### src/rtl/fifo_bh_pkg.sv
// -----------------------------------------------------------------------------
// fifo_bh_pkg
// Shared definitions for the parametrised show-ahead FIFO.
//   DEF_DATA_WIDTH : default entry width
//   DEF_DEPTH      : default number of entries
//   ptr_w(depth)   : pointer width, address bits plus one wrap bit
// -----------------------------------------------------------------------------
package fifo_bh_pkg;

  localparam int DEF_DATA_WIDTH = 32;
  localparam int DEF_DEPTH      = 8;

  // One extra bit beyond the address lets full and empty be told apart
  // when the address bits of the two pointers are equal.
  function automatic int ptr_w(input int depth);
    return $clog2(depth) + 1;
  endfunction

endpackage

### src/rtl/fifo_bh_ptr_ctr.sv
// -----------------------------------------------------------------------------
// fifo_bh_ptr_ctr
// Wrap-bit pointer counter. It counts up by one on each enabled clock edge and
// wraps naturally at 2**W. The FIFO uses one for the write pointer and one for
// the read pointer.
// Ports:
//   clk     : clock, rising edge
//   reset_n : asynchronous, active-low reset (pointer -> 0)
//   en      : advance the pointer by one at the next rising edge
//   ptr     : current pointer value
// -----------------------------------------------------------------------------
module fifo_bh_ptr_ctr #(
  parameter int W = 4
) (
  input  logic         clk,
  input  logic         reset_n,
  input  logic         en,
  output logic [W-1:0] ptr
);

  always_ff @(posedge clk or negedge reset_n) begin
    if (!reset_n) begin
      ptr <= '0;
    end else if (en) begin
      ptr <= ptr + W'(1);
    end
  end

endmodule

### src/rtl/fifo_bh_param_depth.sv
// -----------------------------------------------------------------------------
// fifo_bh_param_depth
// Single-clock show-ahead FIFO with power-of-two depth. It provides an
// occupancy count, almost-full and almost-empty thresholds, and protected
// push and pop.
//
// Handshake: push is wren_i with no ready. A push is accepted when the FIFO is
// not full, or when it is full and a pop happens in the same cycle. Pop is
// rden_i. A pop is accepted only when the FIFO is non-empty, so a pop issued
// with a push into an empty FIFO is dropped. A dropped request changes no
// state except the sticky error flags.
//
// Optional feature macro: FIFO_BH_ERR_FLAGS_EN. When it is defined,
// overflow_o and underflow_o are sticky error registers that err_clr_i clears.
// When it is undefined, both outputs are tied to 0 and err_clr_i is ignored.
//
// Ports:
//   clk, reset_n          : clock (rising edge); asynchronous active-low reset
//   wren_i, wdata_i       : push request and push data
//   rden_i, rdata_o       : pop request; head entry (show-ahead)
//   full_o, empty_o       : count == DEPTH, count == 0
//   afull_o, aempty_o     : count >= AFULL_THRESH, count <= AEMPTY_THRESH
//   count_o               : occupancy, 0..DEPTH
//   err_clr_i             : clears the sticky error flags
//   overflow_o            : sticky; a push was dropped
//   underflow_o           : sticky; a pop was dropped
// -----------------------------------------------------------------------------
module fifo_bh_param_depth
  import fifo_bh_pkg::*;
#(
  parameter int DATA_WIDTH    = DEF_DATA_WIDTH,
  parameter int DEPTH         = DEF_DEPTH,
  parameter int AFULL_THRESH  = DEPTH - 1,
  parameter int AEMPTY_THRESH = 1
) (
  input  logic                       clk,
  input  logic                       reset_n,
  input  logic                       wren_i,
  input  logic [DATA_WIDTH-1:0]      wdata_i,
  input  logic                       rden_i,
  output logic [DATA_WIDTH-1:0]      rdata_o,
  output logic                       full_o,
  output logic                       empty_o,
  output logic                       afull_o,
  output logic                       aempty_o,
  output logic [ptr_w(DEPTH)-1:0]    count_o,
  input  logic                       err_clr_i,
  output logic                       overflow_o,
  output logic                       underflow_o
);

  localparam int PW = ptr_w(DEPTH);
  localparam int AW = PW - 1;
  localparam logic [PW-1:0] AFULL_C  = PW'(AFULL_THRESH);
  localparam logic [PW-1:0] AEMPTY_C = PW'(AEMPTY_THRESH);

  // Elaboration-time parameter checks
  if ((DEPTH < 2) || ((DEPTH & (DEPTH - 1)) != 0)) begin : g_bad_depth
    $error("fifo_bh_param_depth: DEPTH must be a power of two >= 2");
  end
  if ((AFULL_THRESH < 1) || (AFULL_THRESH > DEPTH)) begin : g_bad_afull
    $error("fifo_bh_param_depth: AFULL_THRESH must be in 1..DEPTH");
  end
  if ((AEMPTY_THRESH < 0) || (AEMPTY_THRESH > DEPTH - 1)) begin : g_bad_aempty
    $error("fifo_bh_param_depth: AEMPTY_THRESH must be in 0..DEPTH-1");
  end

  logic [PW-1:0]         wrptr;
  logic [PW-1:0]         rdptr;
  logic [PW-1:0]         count;
  logic                  push_ok;
  logic                  pop_ok;
  logic [DATA_WIDTH-1:0] mem [DEPTH];

  // Flags come directly from the registered pointers.
  assign full_o  = (wrptr[AW-1:0] == rdptr[AW-1:0]) && (wrptr[AW] != rdptr[AW]);
  assign empty_o = (wrptr == rdptr);

  // When the FIFO is full, a push is still accepted if a pop frees the head
  // slot in the same cycle.
  assign push_ok = wren_i && (!full_o || rden_i);
  assign pop_ok  = rden_i && !empty_o;

  fifo_bh_ptr_ctr #(.W(PW)) u_wr_ptr (
    .clk     (clk),
    .reset_n (reset_n),
    .en      (push_ok),
    .ptr     (wrptr)
  );

  fifo_bh_ptr_ctr #(.W(PW)) u_rd_ptr (
    .clk     (clk),
    .reset_n (reset_n),
    .en      (pop_ok),
    .ptr     (rdptr)
  );

  // Storage clears on reset, so a freshly reset FIFO shows zero at its head.
  always_ff @(posedge clk or negedge reset_n) begin
    if (!reset_n) begin
      for (int i = 0; i < DEPTH; i++) begin
        mem[i] <= '0;
      end
    end else if (push_ok) begin
      mem[wrptr[AW-1:0]] <= wdata_i;
    end
  end

  assign rdata_o = mem[rdptr[AW-1:0]];

  always_ff @(posedge clk or negedge reset_n) begin
    if (!reset_n) begin
      count <= '0;
    end else begin
      count <= count + PW'(push_ok) - PW'(pop_ok);
    end
  end

  assign count_o  = count;
  assign afull_o  = (count >= AFULL_C);
  assign aempty_o = (count <= AEMPTY_C);

`ifdef FIFO_BH_ERR_FLAGS_EN
  logic overflow;
  logic underflow;

  // A drop in the same cycle as a clear takes priority, so the flag stays set.
  always_ff @(posedge clk or negedge reset_n) begin
    if (!reset_n) begin
      overflow  <= 1'b0;
      underflow <= 1'b0;
    end else begin
      if (wren_i && !push_ok) begin
        overflow <= 1'b1;
      end else if (err_clr_i) begin
        overflow <= 1'b0;
      end
      if (rden_i && !pop_ok) begin
        underflow <= 1'b1;
      end else if (err_clr_i) begin
        underflow <= 1'b0;
      end
    end
  end

  assign overflow_o  = overflow;
  assign underflow_o = underflow;
`else
  logic unused_err_clr;
  assign unused_err_clr = err_clr_i;
  assign overflow_o     = 1'b0;
  assign underflow_o    = 1'b0;
`endif

endmodule
### config.mk
export PLATFORM = sky130hd
export DESIGN_NAME = fifo_bh_param_depth
export DESIGN_NICKNAME = d
export VERILOG_FILES = /design/src/rtl/fifo_bh_pkg.sv /design/src/rtl/fifo_bh_ptr_ctr.sv /design/src/rtl/fifo_bh_param_depth.sv
export SDC_FILE = /design/constraint.sdc
export NUM_CORES = 1
export LEC_CHECK = 0
export CORE_MARGIN = 3
export CORE_UTILIZATION = 59
export DETAILED_ROUTE_END_ITERATION = 8
export PLACE_DENSITY = 0.77
export REMOVE_ABC_BUFFERS = 1
export SLEW_MARGIN = 20
export SYNTH_ARGS = -nofsm -noshare
export SYNTH_HDL_FRONTEND = slang
export SYNTH_SLANG_ARGS = --single-unit
export TNS_END_PERCENT = 100
### constraint.sdc
create_clock -name clk -period 3.45 [get_ports clk]
set_clock_uncertainty 0.15 [all_clocks]
set_input_delay 0.8625 -clock clk [delete_from_list [all_inputs] [get_ports clk]]
set_output_delay 0.8625 -clock clk [all_outputs]
set_load 0.1 [all_outputs]
======== Word-level counts from Yosys, hierarchy flattened ========
Index checks and enable logic that the tools add are counted.
word-level totals
  flip-flop bits (word level) ............. 268
  latch bits .............................. 0
  memory bits (writable) .................. 0
  ROM bits ................................ 0
  memories kept ........................... 0
operators by class
  $add $sub $neg .......................... 4
  multipliers ............................. 0
  divide/modulo/power cells ............... 0
  $lt $le $gt $ge ......................... 5
  equal/unequal tests ..................... 3
  shifts and indexed selects .............. 0
  multiplexer cells ....................... 6
  bitwise operators ....................... 2
  reductions and logical operators ........ 7
operators with widths
  operator                                                                             count
  256-bit bitwise mux                                                                  1
  32-bit binary-select mux with 3-bit select                                           1
  32-bit demux with 3-bit select                                                       1
  32-bit two-way mux                                                                   3
  4-bit by 1-bit adder with 4-bit output, second input constant                        2
  4-bit greater-or-equal comparator, second input constant                             2
  3-bit NOT with 4-bit output                                                          2
  4-bit by 1-bit adder with 4-bit output                                               1
  4-bit equality test                                                                  1
  4-bit by 3-bit greater-or-equal comparator with 1-bit output, second input constant  1
  4-bit by 1-bit <= comparator with 1-bit output, second input constant                1
  1-bit logical AND                                                                    4
  4-bit by 1-bit < comparator with 1-bit output, second input constant                 1
  4-bit by 1-bit subtractor with 4-bit output                                          1
  3-bit equality test                                                                  1
  1-bit zero test                                                                      2
  1-bit logical OR                                                                     1
  1-bit != test                                                                        1

======== Depth between registers and ports, before layout ========
Gate-level depths: netlist of run 1.
  depth in word-level cells ............... 7
  gate-level depth with buffers ........... 11

======== Modules after synthesis ========
From an unflattened synthesis of run 1, not the netlist that was laid out.
second synthesis, totals
  cell total of the unflattened synthesis .. 732
  area total of the unflattened synthesis .. 12276.8 um^2
by module, submodules not included
  module               instances  cells each  area each (um^2)  seq. area each (um^2)
  fifo_bh_param_depth  1          710         11956.5           6506.2
  fifo_bh_ptr_ctr      2          11          160.2             100.1

======== Worst setup path before layout of run 1 ========
Ideal clock, no wire load.
  path kind ............................... register -> output
  start ................................... reg count[3] (netlist: count_o[3])
  end ..................................... out aempty_o
  arrival ................................. 2443 ps
  data required time ...................... 2438 ps
  setup slack ............................. -6 ps
  cell stages (with the launch flop) ...... 4
  path buffers ............................ 0
  cell sequence ........................... dfrtp_1 > inv_1 > ha_1 > nor2b_1
on the way
  longest elaborated chain between the ends .. 1
RTL lines
  item                                            line                        RTL
  from (decl)                                     fifo_bh_param_depth.sv:70   logic [PW-1:0] count;
  from (signal assigned)                          fifo_bh_param_depth.sv:115  count <= count + PW'(push_ok) - PW'(pop_ok);
  4-bit by 1-bit <= comparator with 1-bit output  fifo_bh_param_depth.sv:121  assign aempty_o = (count <= AEMPTY_C);
  to (decl)                                       fifo_bh_param_depth.sv:45   output logic aempty_o,
Every way passes these cells.

======== Worst setup path after layout of run 1 ========
  start ................................... reg u_rd_ptr.ptr[0]
  end ..................................... out rdata_o[18]
on the way
  longest elaborated chain between the ends .. 4
RTL lines
  item                                                   line                        RTL
  from (decl)                                            fifo_bh_ptr_ctr.sv:18       output logic [W-1:0] ptr
  from (signal assigned)                                 fifo_bh_ptr_ctr.sv:25       ptr <= ptr + W'(1);
  3-bit NOT with 4-bit output (not written as such)      fifo_bh_param_depth.sv:109  assign rdata_o = mem[rdptr[AW-1:0]];
  32-bit binary-select mux with 3-bit select             fifo_bh_param_depth.sv:109
  32-bit two-way mux (not written as such) (2 in a row)  fifo_bh_param_depth.sv:109
  to (decl)                                              fifo_bh_param_depth.sv:41   output logic [DATA_WIDTH-1:0] rdata_o,
Every way passes these cells. The select of a mux whose other input is x is not followed.

==> results of run 1 <==
## metrics by stage
stage          std cells  setup WS [ps]  TNS (ps)
3_3_place_gp        1059            421         0
6_report            1111           68.2         0
2_1_floorplan        690          -2100   -515150
5_1_grt             1111           5.08         0
4_1_cts             1111           24.7         0
3_5_place_dp        1059            372         0
## placed cells by master, fill, tap and decap left out, types with 2 or more instances in the layout
cell type and instances:
mux2_2 259, clkdlybuf4s50_1 34, o21ai_4 8, mux4_2 64, dfrtp_4 2, xnor2_1 9
xor2_1 3, buf_4 17, clkbuf_8 7, conb_1 2, ha_1 8, bufinv_16 2
nor2_1 7, clkinv_2 2, nand2_1 6, clkbuf_1 10, mux2_1 31, nand4_1 2
clkbuf_16 29, dfrtp_1 265, inv_1 9, nand2b_1 3, buf_12 47, nor3_1 2
## worst max-delay path by stage
| stage | depth (start not counted) | to | from |
|---|---|---|---|
| after CTS | 4 | rdata_o[18] | u_rd_ptr.ptr[0]$_DFFE_PN0P_ |
| final | 4 | rdata_o[18] | u_rd_ptr.ptr[0]$_DFFE_PN0P_ |
| after floorplan | 3 | full_o | u_rd_ptr.ptr[0]$_DFFE_PN0P_ |
| after detailed placement | 9 | count_o[2]$_DFF_PN0_ | rden_i |
| after global routing | 4 | rdata_o[18] | u_rd_ptr.ptr[0]$_DFFE_PN0P_ |
| after global placement | 9 | count_o[2]$_DFF_PN0_ | rden_i |
## logic make-up after synthesis
kind of cell,after synthesis
buffers and inverters,57
multiplexers,354
AND/OR/NAND/NOR,22
AO/OA/AOI/OAI,13
other,1
adder cells (fa/ha/maj),9
flip-flops,268
XOR/XNOR,13
## synthesized netlist by cell type (all sizes together)
cell / number
nand2: 6
conb: 1
ha: 8
dfrtp: 268
a41oi: 1
xor2: 3
xnor2: 10
a21oi: 1
nor2: 7
nand2b: 3
a21o: 1
o21ai: 9
o211ai: 1
inv: 9
mux4: 64
fa: 1
nand3: 1
nand4: 2
nor3: 2
buf: 41
mux2: 290
clkbuf: 7
nor2b: 1
## repair_timing
item / in CTS / in global routing
hold buffers: 0 / 0
resized for setup: 1 / 1
endpoints found under the setup margin: 7 / 3
gates cloned: 0 / 0
buffers inserted: 1 / 0
## area by class of cell
| class | instances | share of cell area, % |
|---|---|---|
| clock buffer | 46 | 5.85 |
| clock inverter | 5 | 0.537 |
| inverter | 9 | 0.230 |
| multi-input combinational | 413 | 35.6 |
| sequential | 268 | 45.7 |
| tap | 270 | 2.30 |
| timing repair buffer | 100 | 9.77 |
## state kept, by name (all words and copies together), names as in the netlist
| signal | count |
|---|---|
| mem | 256 |
| count_o | 4 |
| u_wr_ptr.ptr | 4 |
| u_rd_ptr.ptr | 4 |
## critical path, delay by kind of cell, from the launching register on
kind,cells,cell delay [ps]
buf+inv,2,410
flops,1,560
mux,2,860
## layer usage
layer | GRT usage, % | up-vias | routed length, um
met5 | 0 | - | 0
met4 | 5.17 | 0 | 498
met3 | 3.67 | 42 | 993
met2 | 40.6 | 117 | 13100
met1 | 31.5 | 3539 | 10400
li1 | - | 2911 | -
==> flow_summary.ini, run 1 <==
[drt]
vias_per_cell = 5.95
vias = 6609
antenna_left = 0
routedWlPerCell_um = 22.5
routed_wl_um = 25000
drc = 0
first_iter_violations = 233
firstDrtPassIters = 4

[setup_path]
rrSetupSlack_ps = 530
worstPathArrival_ps = 2370
r2r.worst_path.cells = 11
crit_type = reg -> out
r2r_end = count_o[2]$_DFF_PN0_
cp_cell_sequence = buf_12 -> mux4_2 -> mux2_2 -> buf_12
worstSetupStartpointType = flop
cp-end-kind = primary output
cp_common_cell = buf_12
cp.required_ps = 2440
cpMaxStageDelayCell = dfrtp_4
cpPeakStageDelay_ps = 560
cp_max_fo = 16
rr_startpoint = u_rd_ptr.ptr[0]$_DFFE_PN0P_

[timing]
timing.final.crit_share_pct = 98.0
slew_viol_final = 0
fin_crit_ps = 3380
grt_setup_unrepaired = no
setup_viol = 0
fmax_ghz = 0.296
hold-worst-slack_ps = 155
hold_violations = 0
worst_pin_slew_ps = 622
slew_headroom_pct = 58.5

[floorplan]
die_h_um = 151
coreArea_sq_um = 20400
start_util_pct = 60.5
dieArea_sq_um = 22700
core.rowCount = 52
die_w_um = 151
pin_count = 79

[synthesis]
yosysTopAreaCell = dfrtp_1
synth_top_family_by_area = multiplexers
synth-adder-area-share_pct = 0.975
synth.avg_cell_area_sq_um = 16.7
synth-compound-area-share_pct = 1.30
syn_inst = 737
synthesis.area_sq_um = 12300
synth_top_cell_area_share_pct = 54.4
synth_cell_type_count = 29
synth-seq-cells = 268
muxShareOfSynthArea_pct = 38.2
synthSimpleGateAreaFrac_pct = 0.822
synth.area.top_cells = dfrtp_1 (54%), mux2_2 (24%), mux4_2 (12%)
synth_xor_area_share_pct = 0.985
yosysSeqAreaShare_pct = 54.4
synth_warnings = 0

[final_layout]
diodes = 0
nets = 866
final_layout_size_suffix_gt1_share_pct = 52.7
final_cell_area_sq_um = 14700
multi_input_area_sq_um = 5230
areaGrowthSynthToFinish_pct = 19.2
final_util_pct = 72.1
fillers = 1240
ff_latch_area_sq_um = 6720

[outcome]
outcome = complete, no violations

[clock_network]
cts.sinks = 268
cts_buffer_depth = 3
cts_made_buffers = 28
root_buffer = clkbuf_16
htree_num_levels = 1
cts_tree = yes
worstSkewPairLatency_ps = 530
clk_pin_slew_ps = 60

[placed_design]
portBuffers = 75
hpwl_um = 14900
place_congestion = 0.731
post_dp_cell_area_sq_um = 13700

[grt]
grt_pass1_vias = 7524
gr-total-overflow = 0
antenna_found_initial = 0
track_usage_pct = 23.4
grt_pass1_wl_um = 41100
grt_max_degree = 88

[job]
drv_cap = 0

[min_path]
hold_class = in -> async
Power of run 1 is left out: the tool's default activity adds up to more than one toggle a clock period on the data nets, which glitch-free logic cannot reach.
==> inputs of run 2 (changes only) <==
clock period = 3.85 ns   (was 3.45 ns; I/O delays follow)
==> run 2 against run 1 <==
  * Non-clock buffer count down 3
  * Critical path depth unchanged
  * First-iteration DRC count rose by 17%
  * Routed wire length up 0.30%
  * Register-to-register slack improved by 390 ps
  * Via count down 0.39%
  * Critical path type unchanged
  * Largest cell class unchanged
==> flow_summary.ini, run 2 (same netlist as run 1, synthesis figures left out) <==
[min_path]
hold_class = in -> async

[final_layout]
areaGrowthSynthToFinish_pct = 16.1
diodes = 0
final_cell_area_sq_um = 14300
largest_reg_flops = 256
stdcell_count = 1101
final_layout_size_suffix_gt1_share_pct = 52.1
final_common_cell = dfrtp_1
nets = 862
regMostFlops = mem
final_cell_mix = dfrtp_1 (265), mux2_2 (259), mux4_2 (64)

[timing]
worst_pin_slew_ps = 960
hold_violations = 0
slew_viol_final = 0
grt_setup_unrepaired = no
timing.final.crit_share_pct = 94.8
setup_viol = 0
slew_headroom_pct = 35.8
fin_crit_ps = 3650
fmax_ghz = 0.274

[clock_network]
cts_buffer_depth = 3
worstSkewPairLatency_ps = 510
ctsHoldBuffers = 0
cts_made_buffers = 27
cts_setup_buffers = 0
cts_tree = yes
clk_pin_slew_ps = 60
cts.sinks = 268
post_cts_resized = 0
root_buffer = clkbuf_16
htree_num_levels = 1

[drt]
routedWlPerCell_um = 22.8
routed_wl_um = 25100
vias_per_cell = 5.98
first_iter_violations = 273
antenna_left = 0
drc = 0
firstDrtPassIters = 4
vias = 6583

[placed_design]
place_congestion = 0.744
portBuffers = 75
post_dp_cell_area_sq_um = 13500
dp.cells = 1057
hpwl_um = 15000

[grt]
grt_pass1_wl_um = 40300
track_usage_pct = 22.9
gr-total-overflow = 0
grt_max_degree = 87
grt_pass1_vias = 7274
antenna_found_initial = 0

[setup_path]
cp-end-kind = primary output
rr_startpoint = u_rd_ptr.ptr[1]$_DFFE_PN0P_
worstSetupStartpointType = flop
rrSetupSlack_ps = 920
r2r_end = count_o[2]$_DFF_PN0_
worstPathArrival_ps = 2540
cp.required_ps = 2740
r2r.worst_path.cells = 10
cp_max_fo = 26
crit_start = u_rd_ptr.ptr[0]$_DFFE_PN0P_
crit_type = reg -> out

[job]
drv_cap = 0

[floorplan]
die_h_um = 151
die_w_um = 151
coreArea_sq_um = 20400
start_util_pct = 60.5
dieArea_sq_um = 22700
core.rowCount = 52
pin_count = 79

[outcome]
outcome = complete, no violations
==> run 2: cell count changes in the layout (fill, tap and decap cells not counted), sizes merged <==
cell | before | now
clkdlybuf4s50 | 34 | 37
bufinv | 2 | 0
clkinv | 3 | 5
buf | 66 | 60
clkbuf | 46 | 39
==> run 2: stage by stage <==
step           TNS (ps)  setup WS [ps]  utilization, %  hold slack, ps
2_1_floorplan   -397750          -1800               -             309
3_3_place_gp          0            715            66.4             318
3_5_place_dp          0            662            66.4             329
4_1_cts               0            141            70.3             310
5_1_grt               0           97.8            70.3             331
6_report              0            200            70.3             269
==> run 2: cell type report <==
class,instances,area [sq um]
sequential,268,6710
fill,1307,6060
multi-input combinational,413,5230
timing repair buffer,97,1200
clock buffer,39,771
tap,270,338
inverter,9,33.8
clock inverter,5,25.0
==> run 2: how the worst max path moves through the flow <==
stage | cells after the start | endpoint
2_1_floorplan | 3 | full_o
3_3_place_gp | 4 | rdata_o[22]
3_5_place_dp | 10 | count_o[2]$_DFF_PN0_
4_1_cts | 4 | rdata_o[10]
5_1_grt | 4 | rdata_o[22]
6_report | 4 | rdata_o[2]
==> run 2: layer usage <==
metal / GRT usage, % / routed length (um)
met1: 33.1 / 11200
met2: 38.1 / 12800
met3: 3.13 / 757
met4: 4.25 / 371
met5: 0 / 0
==> run 2: worst max-delay path: stages (launching register included) <==
cell	delay [ps]
dfrtp_4	620
buf_12	290
mux4_2	540
mux2_2	310
buf_4	240
Power of run 2 is left out for the same reason.
